**src/rtl/riscv_icache_refill_ctrl.sv**
```systemverilog
// Instruction-cache miss/refill controller: stalls the core on a fetch miss, fetches the
// 16-byte block from IRAM (with timeout retry), writes it into the cache arrays, releases stall.
module riscv_icache_refill_ctrl #(
  parameter int unsigned DATA_WIDTH  = 128,
  parameter int unsigned CACHE_SIZE  = 4 * (2 ** 10),
  parameter int unsigned MEM_SIZE    = 4 * CACHE_SIZE,
  parameter int unsigned DATAPBLOCK  = 16,
  parameter int unsigned CACHE_DEPTH = CACHE_SIZE / DATAPBLOCK,
  parameter int unsigned ADDR        = $clog2(MEM_SIZE),
  parameter int unsigned BYTE_OFF    = $clog2(DATAPBLOCK),
  parameter int unsigned INDEX       = $clog2(CACHE_DEPTH),
  parameter int unsigned TAG         = ADDR - BYTE_OFF - INDEX,
  parameter int unsigned S_ADDR      = ADDR - BYTE_OFF,
  parameter int unsigned TIMEOUT_CYC = 64
) (
  input  logic                  clk_i,
  input  logic                  rst_ni,
  input  logic                  cpu_req_i,
  input  logic [ADDR-1:0]       cpu_addr_i,
  input  logic                  tag_hit_i,
  output logic                  stall_o,
  output logic                  mem_rden_o,
  output logic [S_ADDR-1:0]     mem_addr_o,
  input  logic                  mem_ready_i,
  input  logic [DATA_WIDTH-1:0] mem_data_i,
  output logic                  fill_en_o,
  output logic [INDEX-1:0]      fill_index_o,
  output logic [TAG-1:0]        fill_tag_o,
  output logic [DATA_WIDTH-1:0] fill_data_o,
  output logic [31:0]           miss_cnt_o
);

  localparam int unsigned TmoW = $clog2(TIMEOUT_CYC);
  localparam logic [TmoW-1:0] TmoLast = TmoW'(TIMEOUT_CYC - 1);

  typedef enum logic [2:0] {StIdle, StMiss, StRetry, StFill, StResume} state_e;

  state_e                state_q, state_d;
  logic [S_ADDR-1:0]     req_addr_q, req_addr_d;
  logic [TmoW-1:0]       tmo_q, tmo_d;
  logic [DATA_WIDTH-1:0] data_q, data_d;
  logic [31:0]           miss_cnt_q, miss_cnt_d;
  logic                  miss;
  logic                  unused_addr_bits;

  assign miss             = cpu_req_i & ~tag_hit_i;
  assign unused_addr_bits = ^cpu_addr_i[BYTE_OFF-1:0];

  always_comb begin
    state_d    = state_q;
    req_addr_d = req_addr_q;
    tmo_d      = tmo_q;
    data_d     = data_q;
    miss_cnt_d = miss_cnt_q;
    unique case (state_q)
      StIdle: begin
        if (miss) begin
          state_d    = StMiss;
          req_addr_d = cpu_addr_i[ADDR-1:BYTE_OFF];
          tmo_d      = '0;
          if (miss_cnt_q != '1) miss_cnt_d = miss_cnt_q + 32'd1;
        end
      end
      StMiss: begin
        // A ready pulse on the terminal timeout cycle still completes the fill.
        if (mem_ready_i) begin
          state_d = StFill;
          data_d  = mem_data_i;
          tmo_d   = '0;
        end else if (tmo_q == TmoLast) begin
          state_d = StRetry;
          tmo_d   = '0;
        end else begin
          tmo_d = tmo_q + TmoW'(1);
        end
      end
      StRetry:  state_d = StMiss;
      StFill:   state_d = StResume;
      StResume: state_d = StIdle;
      default:  state_d = StIdle;
    endcase
  end

  always_ff @(posedge clk_i) begin
    if (!rst_ni) begin
      state_q    <= StIdle;
      req_addr_q <= '0;
      tmo_q      <= '0;
      data_q     <= '0;
      miss_cnt_q <= '0;
    end else begin
      state_q    <= state_d;
      req_addr_q <= req_addr_d;
      tmo_q      <= tmo_d;
      data_q     <= data_d;
      miss_cnt_q <= miss_cnt_d;
    end
  end

  // The early IDLE stall term is suppressed while reset is held so all outputs read 0.
  assign stall_o      = (state_q != StIdle) | (rst_ni & miss);
  assign mem_rden_o   = (state_q == StMiss);
  assign mem_addr_o   = req_addr_q;
  assign fill_en_o    = (state_q == StFill);
  assign fill_index_o = req_addr_q[INDEX-1:0];
  assign fill_tag_o   = req_addr_q[S_ADDR-1:INDEX];
  assign fill_data_o  = data_q;
  assign miss_cnt_o   = miss_cnt_q;

endmodule

```
**config.mk**
```make
export PLATFORM = sky130hd
export DESIGN_NAME = riscv_icache_refill_ctrl
export DESIGN_NICKNAME = d
export VERILOG_FILES = /design/src/rtl/riscv_icache_refill_ctrl.sv
export SDC_FILE = /design/constraint.sdc
export NUM_CORES = 1
export LEC_CHECK = 0
export ABC_AREA = 1
export BUFFER_PORTS_ARGS = -buffer_cell sky130_fd_sc_hd__buf_2
export CORE_MARGIN = 1
export CORE_UTILIZATION = 43
export CTS_BUF_LIST = sky130_fd_sc_hd__clkbuf_8 sky130_fd_sc_hd__clkbuf_16
export DETAILED_ROUTE_END_ITERATION = 7
export GPL_TIMING_DRIVEN = 0
export HOLD_SLACK_MARGIN = 0.06
export PLACE_DENSITY = 0.75
export SLEW_MARGIN = 5
export SYNTH_ARGS = -nofsm -noshare
export SYNTH_HDL_FRONTEND = slang
export SYNTH_SLANG_ARGS = --single-unit
```
**constraint.sdc**
```tcl
create_clock -name clk_i -period 1.75 [get_ports clk_i]
set_clock_uncertainty 0.05 [all_clocks]
set_input_delay 0.175 -clock clk_i [delete_from_list [all_inputs] [get_ports clk_i]]
set_output_delay 0.175 -clock clk_i [all_outputs]
set_load 0.02 [all_outputs]
```
==> reports/results.env, run 1 <==
NETLIST_TOP_CELLS_AREA='dfxtp_1 48%, nor2_1 17%, o21ai_0 9.5%, nand2_1 8.9%, nand3_1 2.6%'
OUTCOME='finished, final reports clean'
DOMINANTREGCELLSYNTH='dfxtp_1'
VIA_COUNT_OF_THE_FIRST_GLOBAL_ROUTING_PASS=9155
CRITICALPATHCATEGORY='register to register'
ROUTED-VIA-COUNT=9359
NUMBER_OF_ENABLE_TYPE_REGISTER_CELLS_IN_THE_SYNTHESIZED_NETLIST=0
FP.DIEAREA_UM2=17800
SWITCHINGPOWER_mW=2.90
SEQPWRFRAC=0.455
WORST_SLACK_NS=0.0460
YOSYSSEQAREASHARE=0.481
CRIT_PATH_CELL_TRACE='ha_4, inv_4, nor2_4, nand2_4, nor2_8, nand3_4, nand2_8, buf_8, nand2_1, a21oi_1'
FRACTION_OF_LAYOUT_CELLS_WITH_A_SIZE_SUFFIX_ABOVE_1=0.308
LAYOUT_NETS=1704
DR.PASS1.ITERS=6
ROUTED_WL_UM=30500
CRIT_PATH_BUFFERS_INVERTERS=2
FINALCRITPERIODSHARE=0.974
SYNTHTOLAYOUTAREAGROWTH_PCT=56.0
DRV_SLEW=0
NUMBER_OF_MAXIMUM_CAPACITANCE_CONSTRAINT_VIOLATIONS=0
ROUTED_VIA_DENSITY=5.22
SYNTH_LARGEST_AREA_CELL='dfxtp_1'
DIE_WIDTH_UM=134
POST_SYNTH_ARST_SHARE=0
FINALWORSTPATHREQUIREDPERIOD_NS=1.70
WORST_EP_ARRIVAL_TIME_NS=2.01
TIMING.REG2REG.SETUP_SLACK_NS=0.05
CRITICAL_PATH_PEAK_FANOUT=10
ANT_NETS=0
SYNTHESIS.YOSYS.WARNINGS=0
CRITICAL_PATH.SLOWEST_CELL='dfxtp_4'
TRITONCTS_CLOCK_TREE='yes'
LARGEST_NET_DEGREE_AT_THE_START_OF_GLOBAL_ROUTING=20
FRACTION_OF_POWER_SPENT_SWITCHING_NETS=0.297
FINAL_HOLD_VIOL_COUNT=0
SLOWEST_DELAY_NS=0.37
SETUP_SLACK_AFTER_PLACEMENT_NS=-0.313
CLOCKROOTBUFFER='clkbuf_16'
GRT.TOTAL_USAGE=0.331
POST_SYNTH_INST_COUNT=1061
CORE_UTIL_FINAL=0.693
FMAXACHIEVABLE_MHz=587
GRT_PASS1_WL_UM=46000
STARTPOINT_TYPE_OF_THE_WORST_SETUP_PATH='register'
SYNTHESIS.AREA_PER_INSTANCE_UM2=7.02
SYNTH_TOP_AREA_FRAC=0.481
REGTOREGENDPOINT='miss_cnt_o[13]$_SDFFE_PN0P_'
IO_BUFFERS=325
END_KIND='register'
CTS.PATH.MAX_BUFFERS=2
YS_TYPES=31
CTS_MADE_BUFFERS=17
CRITICAL_PATH.TOP_DELAY_FAMILY='simple AND/OR/NAND/NOR gates'
CLOCK_SINKS=179
RSZ0062_AT_GRT='yes'
PATH_DEPTH=10
CTS.REPORTEDPATHS.CLKPINSLEW_NS=0.07
DRT-WIRELENGTH-PER-CELL_UM=17.0
DIE-HEIGHT_UM=134
TIMING.MAX_SLEW.REL_SLACK=0.532
INITIAL_UTILIZATION=0.444
ANTENNA_VIOLATIONS_BEFORE_REPAIR=5
DRT_ITER0_MARKERS=713
HTREEDEPTH=4
GRT.OVERFLOW.TOTAL=0
REG2REG_DEPTH=10
P_PER_AREA_nW_PER_UM2=841
WORST_IR_DROP_VDD_uV=666
FP-ROW-COUNT=47
MIN_PATH_TYPE='input pin to register'
GP_CONGESTION=0.908
WORST_SKEW_PAIR.LATE_LATENCY_NS=0.43
PWR-SHARE-CLK=0.365
SYNTHMOSTINSTANTIATEDCELL='nor2_1'
CRITICAL_PATH_LAUNCH_POINT='miss_cnt_o[1]$_SDFFE_PN0P_'
CORE_AREA_UM2=16800
TIGHTEST_SLEW_NS=0.702
DETAIL_ROUTE.DRC_VIOLATIONS=0
P_INT_mW=6.87
NETLIST_TOP_CELLS_COUNT='343 x nor2_1, 179 x dfxtp_1, 177 x nand2_1'
POWER_LEAKAGE_nW=5.62
NFILLCELLS=1250
SYNTHESIS.NETS=1210
SHARE_COMB_OF_TOTAL_POWER=0.180
REPORT.FINAL.SETUP_VIOL=0
PIN_COUNT=330
SYNTH-SEQ-CELLS=179
MAPPEDNETLISTAREA_UM2=7450
RR_STARTPOINT='miss_cnt_o[1]$_SDFFE_PN0P_'
CP-ENDPOINT='miss_cnt_o[13]$_SDFFE_PN0P_'
DPL.HPWL_UM=18700
REQUIRED_TIME_AT_THE_WORST_SLACK_ENDPOINT_NS=2.05
worst min path at each step:
stage,endpoint,from,slack (ns),depth (start not counted)
global route,state_q[0]$_SDFFE_PN0P_,tag_hit_i,0.15,6
floorplan,fill_data_o[104]$_SDFFE_PN0P_,mem_data_i[104],0.26,2
detailed placement,fill_data_o[125]$_SDFFE_PN0P_,mem_data_i[125],0.35,3
finish,state_q[0]$_SDFFE_PN0P_,tag_hit_i,0.12,6
CTS,state_q[0]$_SDFFE_PN0P_,tag_hit_i,0.09,6
global placement,fill_data_o[96]$_SDFFE_PN0P_,mem_data_i[96],0.35,3
cell usage in the layout (no fill, tap or decap), types with 13 or more instances in the layout:
cell | netlist | final
buf_2 | 2 | 333
nor2_1 | 343 | 330
nand2_1 | 177 | 171
dfxtp_1 | 179 | 156
o21ai_0 | 142 | 142
dlygate4sd3_1 | 0 | 139
inv_1 | 44 | 46
nand3_1 | 39 | 39
clkbuf_1 | 48 | 21
buf_4 | 11 | 21
dfxtp_2 | 0 | 21
a21oi_1 | 23 | 19
clkbuf_16 | 0 | 18
clkbuf_2 | 0 | 13
worst register-to-register path, stage by stage (launching register included):
cell     delay, ns
dfxtp_4       0.37
ha_4          0.18
inv_4         0.05
nor2_4        0.17
nand2_4       0.09
nor2_8        0.11
nand3_4       0.12
nand2_8       0.14
buf_8         0.14
nand2_1       0.06
a21oi_1       0.14
cell type report:
class	instances	area, um^2	area share
inverter	45	171	0.0148
timing repair buffer	476	3140	0.270
tap	220	275	0.0237
antenna	5	12.5	0.00108
buffer	64	388	0.0334
multi-input combinational	772	3480	0.300
clock inverter	13	88.8	0.00765
clock buffer	18	439	0.0378
sequential	179	3620	0.311
registers in the layout, summed over array words and instances (netlist names):
register,count
mem_addr_o,10
miss_cnt_o,32
tmo_q,6
fill_data_o,128
state_q,3
what timing repair did:
| item | 4_1_cts | 5_1_grt |
|---|---|---|
| pin swaps | 3 | 12 |
| endpoints found under the setup margin | 159 | 158 |
| resized for setup | 46 | 63 |
| endpoints found under the hold margin | 140 | 0 |
| buffers inserted | 6 | 5 |
| gates cloned | 0 | 1 |
| hold buffers | 139 | 0 |
cells by family after synthesis:
| kind of cell | Yosys count | synth area share |
|---|---|---|
| buffers and inverters | 110 | 0.0645 |
| and+or+nand+nor | 587 | 0.319 |
| AOI/OAI and AO/OA | 174 | 0.121 |
| adders and majority gates | 2 | 0.00336 |
| DFF | 179 | 0.481 |
| xor gates and xnor gates | 9 | 0.0106 |
power groups by stage:
stage	clock (mW)	sequential (mW)	combinational (mW)
after global placement	0	4.50	1.32
after detailed placement	0	4.51	1.34
after global routing	3.74	4.46	1.86
final	3.57	4.44	1.76
after floorplan	0	4.77	0.494
after CTS	3.56	4.42	1.63
per-stage QoR:
step           instances  area [um^2]  power (mW)  hold slack, ns  setup TNS (ns)
2_1_floorplan       1061         7470        5.26           0.260               0
3_3_place_gp        1606         9370        5.83           0.346          -17.29
3_5_place_dp        1606         9370        5.85           0.351          -27.49
4_1_cts             1781        11400        9.62          0.0925               0
5_1_grt             1792        11600        10.1           0.151          -0.213
6_report            1792        11600        9.78           0.117               0
per-layer routing:
metal | wire length [um] | share of wire | global-route usage | vias to the layer above
li1 | - | - | - | 4348
met1 | 11300 | 0.37 | 0.360 | 4294
met2 | 14700 | 0.48 | 0.550 | 536
met3 | 2520 | 0.082 | 0.0993 | 181
met4 | 2100 | 0.069 | 0.232 | 0
met5 | 0 | 0 | 0 | -
Note: power is estimated with default switching activity, not from simulation.
==> run 2: changes to the inputs <==
Settings changed: ABC_AREA 1 to not set, CORE_UTILIZATION 43 to 42, SLEW_MARGIN 5 to not set.
==> reports/results.env, run 2 <==
HTREEDEPTH=4  # unchanged
MAPPEDNETLISTAREA_UM2=6890  # -7.5%
HOLD-WORST-SLACK_NS=0.117  # -0.0000260 ns
FINAL_HOLD_VIOL_COUNT=0  # unchanged
DP.CELLS=1399  # -13%
CTS_MADE_BUFFERS=17  # unchanged
ROUTED_VIA_DENSITY=5.40  # +3.4%
FP.DIEAREA_UM2=16900  # -5.2%
FRACTION_OF_POWER_SPENT_SWITCHING_NETS=0.279  # -0.0175
FRACTION_OF_LAYOUT_CELLS_WITH_A_SIZE_SUFFIX_ABOVE_1=0.390  # +0.0826
PWR-SHARE-CLK=0.407  # +0.042
MULTI_INPUT_AREA_UM2=3280  # -5.8%
ROUTED-VIA-COUNT=8736  # -6.7%
PIN_COUNT=330  # unchanged
SYNTHESIS.NETS=1008  # -17%
DPL.HPWL_UM=16100  # -14%
GP_CONGESTION=0.881  # -3.0%
TOTAL_POWER_mW=9.45  # -3.3%
TIGHTEST_SLEW_NS=0.783  # +0.0812 ns
P_PER_AREA_nW_PER_UM2=810  # -3.7%
SWITCHINGPOWER_mW=2.64  # -9.0%
SETUP_SLACK_AFTER_PLACEMENT_NS=-0.549  # -0.236 ns
YOSYSSEQAREASHARE=0.520  # +0.0392
LARGEST_NET_DEGREE_AT_THE_START_OF_GLOBAL_ROUTING=20  # unchanged
VIA_COUNT_OF_THE_FIRST_GLOBAL_ROUTING_PASS=8226  # -10%
CRIT_PATH_CELL_TRACE='or3_4, nor2_4, nand4_1, buf_4, or4_1, a21oi_1'
RSZ0062_AT_GRT='yes'
WORST_SKEW_PAIR.LATE_LATENCY_NS=0.43  # about the same
PLACED_CELL_AREA_UM2=8880  # -5.2%
CTS.PATH.MAX_BUFFERS=2  # unchanged
FINAL_COMMON_CELL='buf_2'
FLIP_FLOP_COUNT_OF_THE_LARGEST_REGISTER_ALL_COPIES_AND_WORDS_ADDED=128  # unchanged
NETLIST_TOP_CELLS_COUNT='294 x nand2_1, 179 x dfxtp_1, 167 x a21oi_1'
REQUIRED_TIME_AT_THE_WORST_SLACK_ENDPOINT_NS=2.06  # about the same
WORST_IR_DROP_VDD_uV=677  # +1.7%
WORST_SLACK_NS=-0.272  # -0.318 ns
POST_SYNTH_INST_COUNT=859  # -19%
ANTENNA_VIOLATIONS_BEFORE_REPAIR=0  # -5
DIE_WIDTH_UM=130  # -2.7%
MOST-COMMON-LAYOUT-CELLS='335 x buf_2, 293 x nand2_1, 150 x a21oi_1'
TRITONCTS_CLOCK_TREE='yes'
CORE_UTIL_FINAL=0.732  # +0.0386
DRT_ITER0_MARKERS=628  # -12%
ANT_NETS=0  # unchanged
P_INT_mW=6.81  # -0.89%
DRT-WIRELENGTH-PER-CELL_UM=17.9  # +5.3%
SHARE_COMB_OF_TOTAL_POWER=0.142  # -0.038
CRITICAL_PATH_PEAK_FANOUT=4  # -6
SYNTHTOLAYOUTAREAGROWTH_PCT=69.4
SYNTH-SEQ-CELLS=179  # unchanged
REPORT.FINAL.SETUP_VIOL=100  # +100
YS_TYPES=46  # +48%
SLOWEST_DELAY_NS=0.50  # +0.13 ns
VIOLATIONS_IN_THE_FINAL_REPORTS='setup timing'
CRITICALPATHCATEGORY='register to register'
INITIAL_UTILIZATION=0.432  # -0.0124
SETUP_TOTAL_NEGATIVE_SLACK_NS=-7.22  # -7.22 ns
GRT_PASS1_WL_UM=41200  # -10%
LAYOUT_NETS=1538  # -9.7%
INSERTEDDIODECOUNT=0  # -5
POST_SYNTH_ARST_SHARE=0  # unchanged
FP-ROW-COUNT=46  # -2.1%
GRT.TOTAL_USAGE=0.320  # -0.0104
CORE_AREA_UM2=15900  # -4.9%
DRV_SLEW=0  # unchanged
CTS.REPORTEDPATHS.CLKPINSLEW_NS=0.08  # about the same
DOMINANTREGCELLSYNTH='dfxtp_1'
SYNTHMOSTINSTANTIATEDCELL='nand2_1'
DIE-HEIGHT_UM=130  # -2.7%
GRT.OVERFLOW.TOTAL=0  # unchanged
CRITICAL_PATH.SLOWEST_CELL='or4_1'
DETAIL_ROUTE.DRC_VIOLATIONS=0  # unchanged
OUTCOME='finished with violations'
STDCELL_COUNT=1618  # -9.7%
SYNTHESIS.AREA_PER_INSTANCE_UM2=8.02  # +14%
CLOCK_SINKS=179  # unchanged
IO_BUFFERS=324  # -0.31%
NFILLCELLS=1080  # -14%
SYNTH_TOP_AREA_FRAC=0.520  # +0.0392
END_KIND='register'
ROUTED_WL_UM=29000  # -5.0%
NUMBER_OF_ENABLE_TYPE_REGISTER_CELLS_IN_THE_SYNTHESIZED_NETLIST=0  # unchanged
CRITICAL_PATH.TOP_DELAY_FAMILY='simple AND/OR/NAND/NOR gates'
FINAL_CELL_AREA_UM2=11700  # +0.42%
WORST_EP_ARRIVAL_TIME_NS=2.33  # +0.32 ns
SEQPWRFRAC=0.451  # -0.004
DR.PASS1.ITERS=5  # -1
NETLIST_TOP_CELLS_AREA='dfxtp_1 52%, nand2_1 16%, a21oi_1 12%, clkbuf_1 2.1%, or4_1 1.7%'
TIMING.MAX_SLEW.REL_SLACK=0.478  # -0.0542
POWER_LEAKAGE_nW=5.08  # -9.5%
CRIT_PATH_BUFFERS_INVERTERS=1  # -1
FMAXACHIEVABLE_MHz=494  # -16%
NUMBER_OF_MAXIMUM_CAPACITANCE_CONSTRAINT_VIOLATIONS=0  # unchanged
STARTPOINT_TYPE_OF_THE_WORST_SETUP_PATH='register'
AREA.SEQUENTIAL_UM2=3670  # +1.5%
MIN_PATH_TYPE='input pin to register'
SYNTHESIS.YOSYS.WARNINGS=0  # unchanged
CLOCKROOTBUFFER='clkbuf_16'
FINALCRITPERIODSHARE=1.16  # +0.182
SYNTH_LARGEST_AREA_CELL='dfxtp_1'
FINALWORSTPATHREQUIREDPERIOD_NS=2.02  # +0.318 ns
-- run 2: changes by cell type after synthesis, sizes merged, moves of 13 or more --
cell and delta:
o31ai +15, or3 +13, o21ai -126, or4 +16, nand3 -29, nor2 -333, a21oi +136, nand2 +108
inv -38
-- run 2: logic make-up (layout without fill, tap and decap cells) --
logic type,Yosys count,in the layout,share of synthesized area
compound gates,203,204,0.156
xor+xnor,7,7,0.00890
fa+ha+maj,2,2,0.00363
buf+inv,72,614,0.0498
flops,179,179,0.520
mux,3,3,0.00436
simple gates,393,393,0.257
-- run 2: power by group through the flow --
stage / clock (mW) / combinational (mW) / sequential, mW
2_1_floorplan: 0 / 0.378 / 4.49
3_3_place_gp: 0 / 0.945 / 4.34
3_5_place_dp: 0 / 0.950 / 4.34
4_1_cts: 3.88 / 1.26 / 4.25
5_1_grt: 4.07 / 1.43 / 4.27
6_report: 3.85 / 1.34 / 4.26
-- run 2: repair_timing --
item                                   in CTS  in global routing
pin swaps                                  26                 26
buffers inserted                           28                 16
resized for setup                          65                 72
setup endpoints to repair                 156                177
hold buffers                              139                  0
endpoints found under the hold margin     139                  0
cloned                                      5                  1
-- run 2: worst min-delay path: stages --
cell and delay (ns):
clkbuf_1 0.20, nand2_1 0.12, mux2i_1 0.06
-- run 2: area by class of cell --
| type | instances | area share |
|---|---|---|
| Buffer | 63 | 0.0360 |
| Timing Repair Buffer | 512 | 0.293 |
| Clock inverter | 15 | 0.0135 |
| Sequential cell | 179 | 0.315 |
| Inverter | 7 | 0.00225 |
| Clock buffer | 17 | 0.0365 |
| Tap cell | 216 | 0.0232 |
| Multi-Input combinational cell | 609 | 0.281 |
-- run 2: path summary, 6_finish.rpt --
| kind | depth (start not counted) | from | slack [ns] | end |
|---|---|---|---|---|
| worst max-delay path | 6 | state_q[2]$_SDFFE_PN0P_ | -0.27 | miss_cnt_o[21]$_SDFFE_PN0P_ |
| worst min-delay path | 3 | rst_ni | 0.12 | miss_cnt_o[19]$_SDFFE_PN0P_ |
| worst max register to register | 6 | state_q[2]$_SDFFE_PN0P_ | -0.27 | miss_cnt_o[21]$_SDFFE_PN0P_ |
| worst min register to register | 2 | fill_data_o[122]$_SDFFE_PN0P_ | 0.40 | fill_data_o[122]$_SDFFE_PN0P_ |
-- run 2: per-layer routing --
metal	track usage	part of all wire	up-vias
met2	0.538	0.50	540
li1	-	-	3963
met4	0.216	0.061	0
met3	0.120	0.089	166
met5	0	0	-
met1	0.334	0.35	4067
==> run 3: changes to the inputs <==
Settings changed: TNS_END_PERCENT set to 20.
==> reports/results.env, run 3 (same netlist as run 2, synthesis figures left out) <==
OUTCOME='finished with violations'
VIOLATIONS_IN_THE_FINAL_REPORTS='setup timing'
NUMBER_OF_MAXIMUM_CAPACITANCE_CONSTRAINT_VIOLATIONS=0  # unchanged
CRIT_PATH_BUFFERS_INVERTERS=2  # +1
DRT_ITER0_MARKERS=500  # -20%
ANTENNA_VIOLATIONS_BEFORE_REPAIR=1  # +1
PATH_DEPTH=7  # +1
GRT_PASS1_WL_UM=38300  # -7.1%
IO_BUFFERS=324  # unchanged
DR.PASS1.ITERS=5  # unchanged
DRV_SLEW=0  # unchanged
MULTI_INPUT_AREA_UM2=3100  # -5.4%
TOTAL_POWER_mW=9.02  # -4.6%
DPL.HPWL_UM=16000  # -0.67%
CORE_AREA_UM2=15900  # unchanged
REQUIRED_TIME_AT_THE_WORST_SLACK_ENDPOINT_NS=1.97  # -0.09 ns
HP-START='rst_ni'
CRIT_PATH_CELL_TRACE='nand4_1, or3_1, buf_6, nor4b_4, buf_4, or4_1, a21oi_1'
FINALWORSTPATHREQUIREDPERIOD_NS=2.02  # -0.00120 ns
FMAXACHIEVABLE_MHz=495  # about the same
ROUTED_VIA_DENSITY=5.16  # -4.5%
ROUTED-VIA-COUNT=8219  # -5.9%
AREA.SEQUENTIAL_UM2=3670  # -0.10%
FINAL_CELL_AREA_UM2=11300  # -3.5%
GRT.TOTAL_USAGE=0.293  # -0.0268
SYNTHTOLAYOUTAREAGROWTH_PCT=63.4
FP-ROW-COUNT=46  # unchanged
CTS.REPORTEDPATHS.CLKPINSLEW_NS=0.07  # about the same
DETAIL_ROUTE.DRC_VIOLATIONS=0  # unchanged
TIMING.MAX_SLEW.REL_SLACK=0.520  # +0.0421
SLOWEST_DELAY_NS=0.37  # -0.13 ns
HOLD-WORST-SLACK_NS=0.160  # +0.0433 ns
FRACTION_OF_LAYOUT_CELLS_WITH_A_SIZE_SUFFIX_ABOVE_1=0.355  # -0.0350
WORST_IR_DROP_VDD_uV=617  # -8.9%
FINALCRITPERIODSHARE=1.15  # about the same
ANT_NETS=0  # unchanged
FINAL_COMMON_CELL='buf_2'
RR_STARTPOINT='miss_cnt_o[17]$_SDFFE_PN0P_'
REGTOREGENDPOINT='miss_cnt_o[9]$_SDFFE_PN0P_'
WORST_SKEW_PAIR.LATE_LATENCY_NS=0.42  # about the same
LARGEST_NET_DEGREE_AT_THE_START_OF_GLOBAL_ROUTING=17  # -15%
REPORT.FINAL.SETUP_VIOL=152  # +52%
DIE-HEIGHT_UM=130  # unchanged
LAYOUT_NETS=1514  # -1.6%
GRT.OVERFLOW.TOTAL=0  # unchanged
MIN_PATH_TYPE='input pin to register'
CRITICAL_PATH_LAUNCH_POINT='miss_cnt_o[17]$_SDFFE_PN0P_'
PIN_COUNT=330  # unchanged
CRITICAL_PATH.TOP_DELAY_FAMILY='simple AND/OR/NAND/NOR gates'
CRITICAL_PATH.SLOWEST_CELL='dfxtp_2'
CRITICAL_PATH_PEAK_FANOUT=7  # +3
WORST_SLACK_NS=-0.271  # +0.00120 ns
INITIAL_UTILIZATION=0.432  # unchanged
WORST_EP_ARRIVAL_TIME_NS=2.25  # -0.08 ns
HTREEDEPTH=4  # unchanged
CLOCKROOTBUFFER='clkbuf_16'
POWER_LEAKAGE_nW=4.88  # -4.1%
END_KIND='register'
STARTPOINT_TYPE_OF_THE_WORST_SETUP_PATH='register'
CP-ENDPOINT='miss_cnt_o[9]$_SDFFE_PN0P_'
GP_CONGESTION=0.862  # -2.2%
CLOCK_SINKS=179  # unchanged
DRT-WIRELENGTH-PER-CELL_UM=16.2  # -9.7%
PLACED_CELL_AREA_UM2=8880  # about the same
TIGHTEST_SLEW_NS=0.720  # -0.0632 ns
SETUP_TOTAL_NEGATIVE_SLACK_NS=-9.76  # -2.54 ns
ROUTED_WL_UM=25800  # -11%
DIE_WIDTH_UM=130  # unchanged
TRITONCTS_CLOCK_TREE='yes'
TIMING.REG2REG.SETUP_SLACK_NS=-0.27  # about the same
REG2REG_DEPTH=7  # +1
VIA_COUNT_OF_THE_FIRST_GLOBAL_ROUTING_PASS=7927  # -3.6%
RSZ0062_AT_GRT='yes'
FP.DIEAREA_UM2=16900  # unchanged
CRITICALPATHCATEGORY='register to register'
CTS.PATH.MAX_BUFFERS=2  # unchanged
FINAL_HOLD_VIOL_COUNT=0  # unchanged
P_PER_AREA_nW_PER_UM2=802  # -1.1%
CTS_MADE_BUFFERS=17  # unchanged
FLIP_FLOP_COUNT_OF_THE_LARGEST_REGISTER_ALL_COPIES_AND_WORDS_ADDED=128  # unchanged
MOST-COMMON-LAYOUT-CELLS='328 x buf_2, 293 x nand2_1, 162 x a21oi_1'
NFILLCELLS=1165  # +7.9%
run 3: cell count changes in the layout (fill, tap and decap cells not counted), sizes merged, moves of 3 or more:
cell / before / now
clkinvlp: 1 / 4
clkbuf: 46 / 50
inv: 17 / 14
buf: 407 / 381
run 3: metrics by stage:
step	std cells	utilization	worst slack, ns
3_3_place_gp	1399	0.557	-0.688
5_1_grt	1594	0.706	-0.329
6_report	1594	0.706	-0.271
2_1_floorplan	859	-	-0.168
3_5_place_dp	1399	0.557	-0.718
4_1_cts	1576	0.690	-0.230
run 3: layout make-up:
class / count / share of cell area
clock inverters: 13 / 0.00778
inverters: 7 / 0.00233
clock buffers: 18 / 0.0390
flip-flops and latches: 179 / 0.326
plain buffers: 65 / 0.0389
multi-input cells: 608 / 0.276
repair buffers: 487 / 0.286
diodes: 1 / 0.000222
well taps: 216 / 0.0240
run 3: how the worst min path moves through the flow:
stage | to | slack, ns | cells past startpoint
after floorplan | fill_data_o[0]$_SDFFE_PN0P_ | 0.26 | 2
after global placement | fill_data_o[3]$_SDFFE_PN0P_ | 0.36 | 3
after detailed placement | fill_data_o[34]$_SDFFE_PN0P_ | 0.37 | 3
after CTS | miss_cnt_o[19]$_SDFFE_PN0P_ | 0.15 | 3
after global routing | miss_cnt_o[19]$_SDFFE_PN0P_ | 0.17 | 3
final | miss_cnt_o[19]$_SDFFE_PN0P_ | 0.16 | 3
run 3: power breakdown:
| group | internal (mW) | total [mW] | switching (mW) |
|---|---|---|---|
| Sequential | 4.18 | 4.26 | 0.0776 |
| Clock | 1.84 | 3.48 | 1.64 |
| Combinational | 0.587 | 1.28 | 0.698 |
run 3: layer usage:
metal | vias to the layer above | global-route usage | share of wire
met3 | 96 | 0.0890 | 0.082
met4 | 0 | 0.179 | 0.046
li1 | 3902 | - | -
met5 | - | 0 | 0
met2 | 395 | 0.520 | 0.50
met1 | 3826 | 0.304 | 0.37
run 3: worst register-to-register path, delay by kind of cell (launching register included):
family                 cells  cell delay, ns
AOI/OAI and AO/OA          1            0.06
buffers and inverters      2            0.36
and+or+nand+nor            4            1.04
DFF                        1            0.37
run 3: timing repair:
item,4_1_cts,5_1_grt
endpoints found under the hold margin,139,0
endpoints found under the setup margin,165,167
gates cloned,0,1
hold buffers,139,0
buffers inserted,7,16
gates resized for setup,55,37
pin swaps,9,18
